<file path="src/rtl/audio_pkg.sv">
// Shared types and helpers for the codec ADC capture path: sample width, frame/FIFO defaults,
// the stereo pair record and a saturating magnitude function.
package audio_pkg;

    localparam int SAMPLE_W       = 16;
    localparam int DEF_FRAME_LEN  = 251;
    localparam int DEF_FIFO_DEPTH = 2;

    typedef struct packed {
        logic [SAMPLE_W-1:0] left;
        logic [SAMPLE_W-1:0] right;
    } stereo_pair_t;

    // Magnitude of a two's complement sample; the most negative code saturates to all ones.
    function automatic logic [SAMPLE_W-2:0] abs_sat(input logic [SAMPLE_W-1:0] x);
        logic [SAMPLE_W-1:0] neg;
        neg = (~x) + SAMPLE_W'(1);
        if (!x[SAMPLE_W-1]) begin
            return x[SAMPLE_W-2:0];
        end
        if (neg[SAMPLE_W-1]) begin
            return '1;
        end
        return neg[SAMPLE_W-2:0];
    endfunction

    function automatic logic [SAMPLE_W-2:0] max_mag(input logic [SAMPLE_W-2:0] a,
                                                     input logic [SAMPLE_W-2:0] b);
        return (a > b) ? a : b;
    endfunction

endpackage

</file>
<file path="src/rtl/audio_adc_rx_if.sv">
// Valid/ready stream carrying one stereo sample pair per transfer.
interface audio_adc_rx_if;
    import audio_pkg::*;

    logic [SAMPLE_W-1:0] s_left;
    logic [SAMPLE_W-1:0] s_right;
    logic                s_valid;
    logic                s_ready;

    modport master (output s_left, output s_right, output s_valid, input s_ready);
    modport slave  (input s_left, input s_right, input s_valid, output s_ready);

endinterface

</file>
<file path="src/rtl/audio_pair_fifo.sv">
// First-word fall-through FIFO of stereo pairs; the head entry is always visible on 'head'.
module audio_pair_fifo
    import audio_pkg::*;
#(
    parameter int DEPTH = DEF_FIFO_DEPTH
) (
    input  logic         clk,
    input  logic         reset,
    input  logic         push,
    input  stereo_pair_t push_data,
    input  logic         pop,
    output stereo_pair_t head,
    output logic         full,
    output logic         empty
);

    localparam int PTR_W = (DEPTH > 1) ? $clog2(DEPTH) : 1;
    localparam int CNT_W = $clog2(DEPTH) + 1;

    stereo_pair_t       mem [DEPTH];
    logic [PTR_W-1:0]   wr_ptr;
    logic [PTR_W-1:0]   rd_ptr;
    logic [CNT_W-1:0]   count;
    logic               do_push;
    logic               do_pop;

    assign full    = (count == CNT_W'(DEPTH));
    assign empty   = (count == '0);
    assign do_pop  = pop && !empty;
    // A full FIFO still accepts a push when the head leaves on the same edge.
    assign do_push = push && (!full || do_pop);
    assign head    = mem[rd_ptr];

    always_ff @(posedge clk or posedge reset) begin
        if (reset) begin
            wr_ptr <= '0;
            rd_ptr <= '0;
            count  <= '0;
            for (int i = 0; i < DEPTH; i++) begin
                mem[i] <= '0;
            end
        end else begin
            if (do_push) begin
                mem[wr_ptr] <= push_data;
                wr_ptr      <= wr_ptr + 1'b1;
            end
            if (do_pop) begin
                rd_ptr <= rd_ptr + 1'b1;
            end
            case ({do_push, do_pop})
                2'b10:   count <= count + 1'b1;
                2'b01:   count <= count - 1'b1;
                default: count <= count;
            endcase
        end
    end

endmodule

</file>
<file path="src/rtl/audio_adc_rx.sv">
// Codec ADC capture: frame counter with adclrck pulse, MSB-first left/right deserializer, pair FIFO
// and sticky overrun flag. Define AUDIO_ADC_PEAK_EN to add the peak_mag/peak_clr peak-magnitude tracker.
module audio_adc_rx
    import audio_pkg::*;
#(
    parameter int FRAME_LEN  = DEF_FRAME_LEN,
    parameter int FIFO_DEPTH = DEF_FIFO_DEPTH
) (
    input  logic                  clk,
    input  logic                  reset,
    input  logic                  enable,
    input  logic                  adcdat,
    output logic                  adclrck,
    audio_adc_rx_if.master        stream,
    output logic                  overrun,
    input  logic                  overrun_clr
`ifdef AUDIO_ADC_PEAK_EN
    ,
    output logic [SAMPLE_W-2:0]   peak_mag,
    input  logic                  peak_clr
`endif
);

    localparam int CNT_W = $clog2(FRAME_LEN);
    localparam logic [CNT_W-1:0] CNT_LAST = CNT_W'(FRAME_LEN - 1);
    localparam logic [CNT_W-1:0] L_FIRST  = CNT_W'(1);
    localparam logic [CNT_W-1:0] L_LAST   = CNT_W'(SAMPLE_W);
    localparam logic [CNT_W-1:0] R_FIRST  = CNT_W'(SAMPLE_W + 1);
    localparam logic [CNT_W-1:0] R_LAST   = CNT_W'(2 * SAMPLE_W);
    localparam logic [CNT_W-1:0] PUSH_AT  = CNT_W'(2 * SAMPLE_W + 1);

    logic [CNT_W-1:0]    cnt;
    logic [SAMPLE_W-1:0] left_sh;
    logic [SAMPLE_W-1:0] right_sh;
    stereo_pair_t        push_data;
    stereo_pair_t        head;
    logic                push;
    logic                pop;
    logic                full;
    logic                empty;
    logic                drop;

    // Dropping enable abandons the partial frame; the FIFO keeps whatever it already holds.
    always_ff @(posedge clk or posedge reset) begin
        if (reset) begin
            cnt      <= '0;
            adclrck  <= 1'b0;
            left_sh  <= '0;
            right_sh <= '0;
        end else if (!enable) begin
            cnt      <= '0;
            adclrck  <= 1'b0;
            left_sh  <= '0;
            right_sh <= '0;
        end else begin
            adclrck <= (cnt == '0);
            cnt     <= (cnt == CNT_LAST) ? '0 : cnt + 1'b1;
            if (cnt >= L_FIRST && cnt <= L_LAST) begin
                left_sh <= {left_sh[SAMPLE_W-2:0], adcdat};
            end else if (cnt >= R_FIRST && cnt <= R_LAST) begin
                right_sh <= {right_sh[SAMPLE_W-2:0], adcdat};
            end
        end
    end

    assign push      = enable && (cnt == PUSH_AT);
    assign push_data = '{left: left_sh, right: right_sh};
    assign pop       = stream.s_valid && stream.s_ready;
    assign drop      = push && full && !pop;

    audio_pair_fifo #(
        .DEPTH (FIFO_DEPTH)
    ) u_fifo (
        .clk       (clk),
        .reset     (reset),
        .push      (push),
        .push_data (push_data),
        .pop       (pop),
        .head      (head),
        .full      (full),
        .empty     (empty)
    );

    assign stream.s_valid = !empty;
    assign stream.s_left  = head.left;
    assign stream.s_right = head.right;

    // A fresh overrun on the clearing edge wins so no lost pair goes unreported.
    always_ff @(posedge clk or posedge reset) begin
        if (reset) begin
            overrun <= 1'b0;
        end else if (drop) begin
            overrun <= 1'b1;
        end else if (overrun_clr) begin
            overrun <= 1'b0;
        end
    end

`ifdef AUDIO_ADC_PEAK_EN
    logic                push_accepted;
    logic [SAMPLE_W-2:0] pair_mag;

    assign push_accepted = push && !drop;
    assign pair_mag      = max_mag(abs_sat(push_data.left), abs_sat(push_data.right));

    always_ff @(posedge clk or posedge reset) begin
        if (reset) begin
            peak_mag <= '0;
        end else if (push_accepted) begin
            peak_mag <= peak_clr ? pair_mag : max_mag(peak_mag, pair_mag);
        end else if (peak_clr) begin
            peak_mag <= '0;
        end
    end
`endif

endmodule

</file>
<file path="src/flat_wrapper.sv">
// flat-port wrapper written by rule: the top's interface ports become plain ports
module audio_adc_rx_flat import audio_pkg::*;
#(
    parameter int FRAME_LEN  = DEF_FRAME_LEN,
    parameter int FIFO_DEPTH = DEF_FIFO_DEPTH
)
  (clk, reset, enable, adcdat, adclrck, overrun, overrun_clr, stream_s_left, stream_s_right, stream_s_valid, stream_s_ready);
  audio_adc_rx_if stream_i ();
  input  logic clk;
  input  logic reset;
  input  logic enable;
  input  logic adcdat;
  output logic adclrck;
  output logic overrun;
  input  logic overrun_clr;
  output wire logic [$bits(stream_i.s_left)-1:0] stream_s_left;
  output wire logic [$bits(stream_i.s_right)-1:0] stream_s_right;
  output wire logic [$bits(stream_i.s_valid)-1:0] stream_s_valid;
  input wire logic [$bits(stream_i.s_ready)-1:0] stream_s_ready;
  assign stream_s_left = stream_i.s_left;
  assign stream_s_right = stream_i.s_right;
  assign stream_s_valid = stream_i.s_valid;
  assign stream_i.s_ready = stream_s_ready;
  audio_adc_rx #(.FRAME_LEN(FRAME_LEN), .FIFO_DEPTH(FIFO_DEPTH)) u_core (.clk(clk), .reset(reset), .enable(enable), .adcdat(adcdat), .adclrck(adclrck), .stream(stream_i), .overrun(overrun), .overrun_clr(overrun_clr));
endmodule
</file>
<file path="config.mk">
export PLATFORM = sky130hd
export DESIGN_NAME = audio_adc_rx_flat
export DESIGN_NICKNAME = d
export VERILOG_FILES = /design/src/rtl/audio_pkg.sv /design/src/rtl/audio_adc_rx_if.sv /design/src/rtl/audio_pair_fifo.sv /design/src/rtl/audio_adc_rx.sv /design/src/flat_wrapper.sv
export SDC_FILE = /design/constraint.sdc
export NUM_CORES = 1
export LEC_CHECK = 0
export BUFFER_PORTS_ARGS = -buffer_cell sky130_fd_sc_hd__buf_4
export CAP_MARGIN = 20
export CORE_ASPECT_RATIO = 2
export CORE_UTILIZATION = 39
export DETAILED_ROUTE_END_ITERATION = 16
export PLACE_DENSITY_LB_ADDON = 0.15
export SETUP_SLACK_MARGIN = 0.5
export SYNTH_ARGS = -nofsm -noshare
export SYNTH_HDL_FRONTEND = slang
export SYNTH_HIERARCHICAL = 1
export SYNTH_SLANG_ARGS = --single-unit
export TNS_END_PERCENT = 20
</file>
<file path="constraint.sdc">
create_clock -name clk -period 2.5 [get_ports clk]
set_clock_uncertainty 0.15 [all_clocks]
set_input_delay 0.75 -clock clk [delete_from_list [all_inputs] [get_ports clk]]
set_output_delay 0.75 -clock clk [all_outputs]
set_load 0.02 [all_outputs]
</file>
## Word-level counts from Yosys, hierarchy flattened

Index checks and enable logic that the tools add are counted.

| word-level totals | value |
|---|---|
| register bits | 110 |
| input bits | 6 |
| output and inout port bits | 35 |
| word-level logic and storage cells | 69 |

| cells by class | value |
|---|---|
| $add $sub $neg | 5 |
| $lt $le $gt $ge | 7 |
| equality and inequality tests | 8 |
| muxes and demuxes | 17 |
| bitwise gates (word level) | 2 |
| reduce and logical (&&, ||, !) cells | 18 |

Operator list:

| cell | number |
|---|---|
| $mux 32 | 4 |
| $mux 16 | 5 |
| $bwmux 64 | 1 |
| $demux 32 s1 | 1 |
| $mux 8 | 2 |
| $logic_and 1x1->1 | 9 |
| $add 8x1->8 const B | 1 |
| $eq 8x6->1 const B | 1 |
| $eq 8x8->1 const B | 1 |
| $ge 8x1->1 const B | 1 |
| $ge 8x5->1 const B | 1 |
| $le 8x5->1 const B | 1 |
| $le 8x6->1 const B | 1 |
| $logic_not 8->1 | 1 |
| $eq 2x2->1 const B | 2 |
| $ge 2x2->1 const B | 2 |
| $ne 2x1->1 const B | 2 |
| $not 1->2 | 2 |
| $pmux 2 s2 | 1 |
| $reduce_bool 2->1 | 2 |
| $logic_not 1->1 | 3 |
| $mux 1 | 3 |
| $add 1x1->1 const B | 2 |
| $add 2x1->2 const B | 1 |
| 7 further kinds | 7 |

## Depth between registers and ports, before layout

Gate-level depths: netlist of the first run.

| depth | value |
|---|---|
| depth after elaboration | 8 |
| gate-level depth with buffers | 10 |
| gate-level depth less buffers | 8 |

## Hierarchy

The synthesis of the first run kept the hierarchy.

Modules (own cells, without submodules):

| module | times used | cells an instance | area each (um2) | sequential area each (um2) |
|---|---|---|---|---|
| audio_pair_fifo | 1 | 197 | 3104.2 | 1701.6 |
| audio_adc_rx | 1 | 274 | 2466.1 | 1051.0 |

## Least setup slack after synthesis of the first run

No wires, ideal clock.

| path | value |
|---|---|
| kind | input -> register |
| from | input enable |
| to | register u_core/u_fifo/mem[0] in the netlist's numbering |
| arrival | 2.623 ns |
| slack | -0.399 ns |
| cell stages on the path | 9 |
| cell sequence | clkbuf_1 > nand2_1 > or4_1 > nor4_1 > clkbuf_1 > and3_4 > buf_6 > buf_6 > mux2_4 |

| between the ends | value |
|---|---|
| word-level cells in the longest chain between the ends | 2 |

Ends and longest elaborated chain:

| element | line | text |
|---|---|---|
| from (decl) | flat_wrapper.sv:11 | `input logic enable;` |
| $logic_and 1x1->1 | audio_adc_rx.sv:66 | `assign push = enable && (cnt == PUSH_AT);` |
| net u_core.push | audio_adc_rx.sv:37 | `logic push;` |
| $logic_and 1x1->1 | audio_pair_fifo.sv:31 | `assign do_push = push && (!full \|\| do_pop);` |
| to (signal, indexed assignment) | audio_pair_fifo.sv:44 | `mem[wr_ptr] <= push_data;` |
| to (decl) | audio_pair_fifo.sv:20 | `stereo_pair_t mem [DEPTH];` |

The timed path passes the listed nets, and every way through them passes these cells.
A chain may end at the register's enable or synchronous reset.

## Final worst setup path of the first run

| path | value |
|---|---|
| from | register u_core.u_fifo.rd_ptr |
| to | output stream_s_left[3] |

| between the ends | value |
|---|---|
| word-level cells in the longest chain between the ends | 4 |

Ends and longest elaborated chain:

| element | line | text |
|---|---|---|
| from (decl) | audio_pair_fifo.sv:22 | `logic [PTR_W-1:0] rd_ptr;` |
| from (signal assigned) | audio_pair_fifo.sv:48 | `rd_ptr <= rd_ptr + 1'b1;` |
| $not 1->2 (implied by the code) | audio_pair_fifo.sv:32 | `assign head = mem[rd_ptr];` |
| $mux 32 (implied by the code) (3 in series) | audio_pair_fifo.sv:32 |  |
| to (decl) | flat_wrapper.sv:16 | `output wire logic [$bits(stream_i.s_left)-1:0] stream_s_left;` |

Every way passes these cells. The select of a mux whose other input is x is not followed.

==> results by stage, run 1 <==
Hold path:
- The path category of the worst min-delay check is in -> async.

Pwr:
- The post-layout total power is 0.00407 W.
- The switching share of power is 0.289.
- The register share of total power is 0.479.
- The internal power is 0.00289 W.
- The share of total power dissipated in combinational logic is 0.176.
- The analysis attributes to net switching a power of 0.00117 W.
- The power per cell area is between 600 and 700 mW/mm².
- The peak ir drop on the vdd network is roughly 0.35 mV.
- For this design the static power due to leakage is about 3.1 nW.
- The share of total power dissipated in the clock network is 0.345.

GRT:
- For met2 alone, demand over resource in global routing was 0.312.
- In this run the most used layer during global routing was met2.
- The global-route usage over all layers is 0.181.
- The number of global-route vias before repair was 3991.
- For this run the aggregate overflow at the end of global routing stands at 0.
- The fraction of met3 tracks used by global routing is 0.0265.
- The global-route wire length before repair is 20600 µm.
- The number of antenna violations at the first check in global routing was 0.
- The pin count of the biggest net entering global routing is 70.
- The met1 demand-to-capacity share in global routing is 0.222.

Synth:
- The number of storage elements in the synthesis netlist is 110.
- The share of the Yosys chip area taken by registers is 0.494.
- The Yosys step of the flow raised 6 warnings.
- The number of nets handed over by synthesis was 481.
- The most used flip-flop cell after synthesis is dfrtp_1.
- The synthesized design contains 0 enable-type register cells.
- The mean instance size in the synthesized netlist is 11.8 µm².
- The post-synth design cell area is ~0.0056 mm².
- Synthesis produced a netlist whose cell count is around 470.
- After synthesis, the share of flip-flops with an asynchronous set or reset is 1.00.
- The count of distinct cell types in the synthesized netlist is 53.

Clock tree:
- The root cell of the clock tree is clkbuf_16.
- The register clock-pin slew on the reported worst setup and hold paths is ~0.080 ns.
- The deepest clock path buffer count is 2.
- TritonCTS built the clock tree.
- The cts-stage hold buffer count is 0.
- The clock net in this run drives a total of 110 sinks.
- The H-tree depth is 3.
- Counting the buffers created by CTS gives 9.
- The later pin in the worst-skew pair is clocked with a latency of 0.35 ns.

Floorplan:
- The region available for standard cell placement spans 0.0139 mm².
- After floorplanning, the core was divided into 61 placement rows.
- The die is 171 µm tall.
- From left edge to right edge, the die measures 86.5 µm.
- The initial utilization of the core area, before any placement, comes to 0.401.
- The die footprint is 0.0148 mm².
- For this design the top-level I/O count stands at 41.

Drt:
- The detailed router finished its first iteration with 139 violations.
- For this run, design rule violations remaining after detail routing come to 0.
- Dividing the detail-routed via count by the number of cells gives 5.32.
- The first detailed-routing pass took 5 iterations.
- The overall routed net length is 12600 µm.
- The count of nets left with antenna violations once routing finished came out at 0.
- The average wire per cell in the routed design is 17.5 µm.
- The detailed router placed 3817 vias in this run.

STA:
- Of the available clock period, the critical path in the final layout requires 0.983.
- Timing would allow up to 407 MHz.
- For the pin with the worst max-slew slack, the measured transition is 0.705 ns.
- Setup repair after global routing could not meet its margin everywhere.
- The max-slew violation total from the final report is 0.
- The hold violation total from the final report is 0.
- The minimum clock period after layout is 2.46 ns.
- The final worst hold slack is 0.286 ns.
- Headroom to the max-slew limit came out at 0.527.
- Setup violations remaining at the end of the flow were counted as 0.

Critical path:
- Data arrives at the worst endpoint at 1.56 ns.
- The delay contributed by the slowest stage of the critical path is 0.46 ns.
- The type of origin of the critical path is a flop.
- Data on the critical path is required at its endpoint by about 1.6 ns.
- The critical path is of the reg -> out type.
- The worst setup path is captured at an output pin.
- The peak fanout along the critical path is 14.
- The signal on the critical path passes through clkbuf_16 -> mux2_2 -> buf_4.
- The cell type of the slowest stage on the worst timing path is dfrtp_2.

Finish:
- In the layout the commonest cells are dfrtp_1 (109), buf_4 (67), mux2_2 (66).
- From synthesis to final layout, the design area changed by 20.0%.
- The count of filler cells inserted in the layout is 1308.
- The repair_antennas step left the layout with diodes totalling 0.
- Leaving out fill and tap cells, the most frequent cell in the layout is dfrtp_1.
- The final instance count without filler cells is 718.
- Once layout is complete, the utilization of the core stands at 0.481.
- The sequential cell area is 0.00275 mm².
- Of the cells placed in the final design, the portion with a size suffix greater than 1 is 0.408.
- The multi-input combinational cells in the finished layout cover a total of approximately 0.0026 mm².
- The net count of the finished layout is 534.

Flow run:
- Max-cap violations in this run came to 0.

Placement:
- Routability-driven placement finished with a final weighted congestion of 0.791.
- Once detailed placement completed, the half-perimeter wirelength came to 7930 µm.
- The placed instance count is 689.
- The count of buffers added on input and output ports is 40.

Outcome:
- The run finished with clean final reports.
layout make-up:
type                    count  share of cell area
inverters                  11             0.00618
clock buffers               9              0.0337
well taps                 189              0.0354
multi-input cells         311               0.388
flip-flops and latches    110               0.412
clock inverters             7             0.00992
repair buffers             81               0.115
synth_stat cells (3+ instances only):
| library cell | number | share of area |
|---|---|---|
| dfrtp_1 | 110 | 0.49 |
| mux2_2 | 66 | 0.13 |
| nand2_1 | 42 | 0.028 |
| o21ai_0 | 35 | 0.031 |
| mux2_4 | 30 | 0.081 |
| clkbuf_1 | 21 | 0.014 |
| nand3_1 | 19 | 0.017 |
| a22oi_1 | 15 | 0.020 |
| nor2_1 | 13 | 0.0088 |
| and2_1 | 12 | 0.013 |
| o211ai_1 | 12 | 0.016 |
| inv_1 | 11 | 0.0074 |
| buf_6 | 8 | 0.016 |
| buf_2 | 7 | 0.0063 |
| o221a_1 | 6 | 0.012 |
| o221a_2 | 6 | 0.012 |
| a21oi_1 | 5 | 0.0045 |
| and3_1 | 4 | 0.0045 |
| ha_1 | 4 | 0.0090 |
| o211a_1 | 3 | 0.0054 |
| xnor2_1 | 3 | 0.0047 |
| xor2_1 | 3 | 0.0047 |
power by group through the flow:
stage	combinational (W)	sequential, W	clock (W)
final	0.000715	0.00195	0.00140
after global routing	0.000777	0.00196	0.00153
after CTS	0.000670	0.00194	0.00146
after detailed placement	0.000657	0.00197	0
after global placement	0.000643	0.00196	0
after floorplan	0.000471	0.00194	0
worst max-delay path: cells and delay by family, from the launching register on:
family,cells,cell delay [ns]
flops,1,0.46
mux,1,0.35
buf+inv,2,0.39
metal layers:
layer,part of all wire,up-vias
met2,0.54,61
met4,0.014,0
met3,0.024,10
met1,0.42,1956
met5,0,-
li1,-,1790
stage by stage:
step | setup TNS, ns | setup WS (ns) | instance area (µm²)
2_1_floorplan | -16.48 | -0.200 | 5610
5_1_grt | -0.00487 | -0.00487 | 6680
6_report | 0 | 0.0423 | 6680
3_5_place_dp | -6.56 | -0.169 | 6180
4_1_cts | 0 | 0.0164 | 6590
3_3_place_gp | -6.38 | -0.169 | 6180
cell families after synthesis:
kind of cell	synth area share
XOR/XNOR	0.00944
adder cells (fa/ha/maj)	0.00899
multiplexers	0.216
AND/OR/NAND/NOR	0.110
buffers and inverters	0.0474
flip-flops	0.494
AO/OA/AOI/OAI	0.114
final timing paths:
path	slack, ns	start	cells past startpoint	to
min	0.29	reset	2	u_core/right_sh[3]
max in group asynchronous	1.38	reset	3	u_core/cnt[4]
min reg2reg	0.35	u_core/u_fifo/mem[39]	1	u_core/u_fifo/mem[39]
min in group clk	0.35	u_core/u_fifo/mem[39]	1	u_core/u_fifo/mem[39]
max	0.04	u_core/u_fifo/rd_ptr	3	stream_s_left[3]
max reg2reg	0.12	u_core/cnt[1]	9	u_core/u_fifo/mem[10]
state kept, by name, summed over array words and instances (netlist names), 2 cells and up:
signal	cells
u_core/u_fifo/count	2
u_core/left_sh	16
u_core/u_fifo/mem	64
u_core/cnt	8
u_core/right_sh	16
timing repair:
item / in CTS / in global routing
setup endpoints to repair: 131 / 139
gates resized for setup: 9 / 5
pin swaps: 1 / 1
cloned: 1 / 1
buffers inserted: 6 / 5
endpoints found under the hold margin: 0 / 0
Note: power is estimated with default switching activity, not from simulation.
==> run 2: changes to the inputs <==
ABC_AREA = 1   (was default)
==> run 2 against run 1 <==
  * Non-clock buffer count fell by 5
  * First-iteration DRC count is 120% higher
  * Design area fell by 5.1%
  * Sequential share of layout area is 2.2 points higher
  * Critical path depth rose by 1
  * Flip-flop and latch count did not move
  * Global-route usage fell by 0.22 points
  * Clock power is 7% higher
  * Combinational power increased by 120%
  * Register-to-register slack better by 0.31 ns
  * Largest cell class unchanged
  * Largest power group unchanged
  * Highest routed layer unchanged
==> results by stage, run 2 <==
Drt:
- For this run, the detailed router's first-pass iteration total came to 4.
- The routed design has 13100 µm of wire.
- Dividing the detail-routed via count by the number of cells gives 5.09.
- The average wire per cell in the routed design is 15.5 µm.
- After detailed routing, the number of remaining DRC violations is 0.
- The number of vias in the routed layout is 4287.
- In this run the remaining antenna-violating nets after routing total 0.
- The detailed router finished its first iteration with 300 violations.

Synth:
- Sorting the synthesized cells by area gives the leading types as dfrtp_1 (54%), nand2_1 (15%), o21ai_0 (7.1%), inv_1 (6.2%), o21ai_1 (4.1%).
- Counting flops with a built-in enable in the synthesized netlist gives 0.
- The count of distinct cell types in the synthesized netlist is 30.
- The synthesized-area fraction occupied by ao, oa, aoi and oai cells is 0.116.
- By area, the combinational part of the netlist is dominated by simple AND/OR/NAND/NOR gates.
- Of the total synthesized cell area, the portion taken by full adders, half adders and majority gates is 0.00976.
- For this run, the number of Yosys warnings is 6.
- In this run the cell area of the synthesized design comes to 0.00513 mm².
- Averaged over all synthesized cells, the footprint is 8.13 µm².
- By count the netlist is led by nand2_1 (203), dfrtp_1 (110), inv_1 (85), o21ai_0 (73), o21ai_1 (42).
- The number of storage elements in the synthesis netlist is 110.
- The synthesized instance count is 631.
- When the netlist entered floorplanning its net count stood at 641.
- Of the total synthesized cell area, the portion taken by XOR and XNOR cells is 0.00171.
- The most frequent cell after synthesis is nand2_1.
- Of the post-synthesis cell area, the part taken by muxes is 0.
- The synthesized design spends more area on one cell type than any other, namely dfrtp_1.
- Of the total synthesized cell area, the portion taken by AND, OR, NAND and NOR gates is 0.238.
- Of all flip-flops after synthesis, the portion carrying an async set or reset was 1.00.
- The portion of synthesized cell area occupied by the leading cell type is 0.537.
- Among all flip-flop cells after synthesis, the most frequent one is dfrtp_1.
- Of the synthesized area, sequential elements account for 0.537.

GRT:
- The overflow left after global routing is 0.
- The pin count of the biggest net entering global routing is 69.
- The global-route usage over all layers is 0.179.
- The first global-routing pass estimated 19300 µm of wire.
- The number of antenna violations at the first check in global routing is 0.
- The number of global-route vias before repair was 3994.

Clock tree:
- CTS built an H-tree with a depth of 3.
- The deepest clock path buffer count is 2.
- The count of clock tree sinks is 110.
- The register clock-pin slew on the reported worst setup and hold paths is 0.07 ns.
- TritonCTS built the clock tree.
- The root buffer cell chosen for the clock tree is clkbuf_16.
- The clock latency on the worst-skew pair is 0.34 ns.
- The number of buffers created by CTS is 9.

STA:
- Setup repair after global routing could not meet its margin everywhere.
- The actual transition at the worst max-transition pin is 0.680 ns.
- The minimum clock period after layout is 2.27 ns.
- The tightest slew margin relative to the limit is 0.546.
- In the final timing run, aggregate negative setup slack is 0 ns.
- The max-slew violation total from the final report is 0.
- The worst path meets setup with 0.234 ns of slack.
- Of the available clock period, the critical path in the final layout requires 0.907.
- The hold violation total from the final report was 0.
- Setup violations remaining at the end of the flow were counted as 0.
- The final worst hold slack is 0.343 ns.
- Based on the critical path, the design can be clocked at up to 441 MHz.

Outcome:
- The flow ran to the end, and the final reports show no timing, DRC or antenna violations.

Critical path:
- STA classifies the critical path startpoint as a flop.
- The number of cells on the worst reg-to-reg path is 8.
- The critical path capture point type is an output pin.
- The critical path starts at u_core/u_fifo/rd_ptr.
- Following the worst setup path forward leads to its endpoint at stream_s_right[3].
- The worst register-to-register path has a setup slack of 0.43 ns.
- The peak fanout along the critical path is 20.
- The required time reported for the critical path endpoint is ~1.6 ns.
- The arrival time of data at the critical path endpoint is 1.37 ns.
- In this run the critical register-to-register path is captured at u_core/left_sh[3].
- The startpoint of the worst register-to-register path is u_core/cnt[0].
- The critical path in this run is classified as reg -> out.

Finish:
- The number of nets in the layout is 697.
- u_core/u_fifo/mem holds more flip-flops than any other register.
- After routing the design area is 0.00634 mm².
- The largest registers in the layout are u_core/u_fifo/mem x64, u_core/left_sh x16, u_core/right_sh x16.
- The area growth from synthesis to layout is 23.7%.
- The multi-input gate area in the final layout is 0.00204 mm².
- Of the cells placed in the final design, the portion with a size suffix greater than 1 is 0.214.
- In the layout the commonest cells are nand2_1 (183), dfrtp_1 (108), inv_1 (82).
- The count of filler cells inserted in the layout is ~1200.
- The register with the most flip-flops in the layout has 64 of them.
- The library cell used most frequently in the layout, excluding fill and tap cells, is nand2_1.
- The number of antenna repair diodes is 0.
- The sequential cell area is 0.00276 mm².

Placement:
- The final RePlAce weighted congestion is 0.730.
- The wire-length estimate of the detail-placed layout is 7600 µm.
- The instance area at placement is 0.00558 mm².
- Before CTS, the worst setup slack after placement is 0.270 ns.
- The number of port buffers is 40.

Floorplan:
- For this configuration, the core starts out at a cell density of 0.404.
- The die covers approximately 0.014 mm².
- The area of the core region is 0.0127 mm².
- Measured along the x axis, the die boundary spans 83.1 µm.
- The number of top-level pins is 41.
- The site row count is 58.
- In this run the vertical extent of the chip is 164 µm.

Flow run:
- The max-cap violation count is 0.

Hold path:
- The path category of the worst min-delay check is in -> async.

Pwr:
- The static power due to leakage is between 3 and 4 nW.
- The worst-case IR drop observed on VDD is 0.416 mV.
- Dividing total power by cell area gives a power density of roughly 800 mW/mm².
==> run 2: repair_timing <==
| action | 4_1_cts | 5_1_grt |
|---|---|---|
| pin swaps | 0 | 5 |
| cloned | 0 | 7 |
| setup buffers | 1 | 16 |
| hold buffers | 0 | 0 |
| resized for setup | 11 | 59 |
| endpoints found under the setup margin | 101 | 132 |
==> run 2: per-layer routing <==
metal | GRT usage | vias to the layer above | share of wire
li1 | - | 2090 | -
met1 | 0.202 | 2109 | 0.41
met2 | 0.334 | 73 | 0.54
met3 | 0.0307 | 15 | 0.028
met4 | 0.0643 | 0 | 0.020
met5 | 0 | - | 0
==> run 2: cell families after synthesis <==
family          after synthesis
simple gates                278
buf+inv                     120
compound gates              118
flops                       110
fa+ha+maj                     4
xor+xnor                      1
==> run 2: per-stage QoR <==
step                cells  utilization  total power (W)
floorplan             631            -          0.00273
CTS                   819        0.466          0.00488
finish                842        0.499          0.00495
global placement      802        0.440          0.00333
detailed placement    802        0.440          0.00334
global route          842        0.499          0.00517
==> run 2: critical path, cell delays in order, from the launching register on <==
cell and delay [ns]:
dfrtp_2 0.45, buf_8 0.19, nand2_1 0.06, o21ai_0 0.12, buf_4 0.20
==> run 2: report_power, final <==
part	internal [W]	switching, W	leakage (nW)
Sequential	0.00182	0.0000592	1.36
Clock	0.000837	0.000660	0.153
Combinational	0.000623	0.000946	1.83
Total	0.00328	0.00167	3.34
==> run 2: worst min-delay path by stage <==
stage | start | to | slack, ns | cells past startpoint
floorplan | u_core/right_sh[15] | u_core/right_sh[15] | 0.31 | 2
global placement | u_core/u_fifo/mem[0] | u_core/u_fifo/mem[0] | 0.33 | 2
detailed placement | u_core/u_fifo/mem[12] | u_core/u_fifo/mem[12] | 0.34 | 2
CTS | u_core/u_fifo/mem[12] | u_core/u_fifo/mem[12] | 0.35 | 2
global route | reset | u_core/u_fifo/mem[61] | 0.38 | 3
finish | reset | u_core/u_fifo/mem[60] | 0.34 | 3
==> run 2: final cells by class <==
cell class / count / share of cell area
timing repair buffer: 76 / 0.112
tap: 150 / 0.0296
inverter: 88 / 0.0531
sequential: 110 / 0.434
clock buffer: 12 / 0.0404
clock inverter: 4 / 0.00829
multi-input combinational: 402 / 0.322
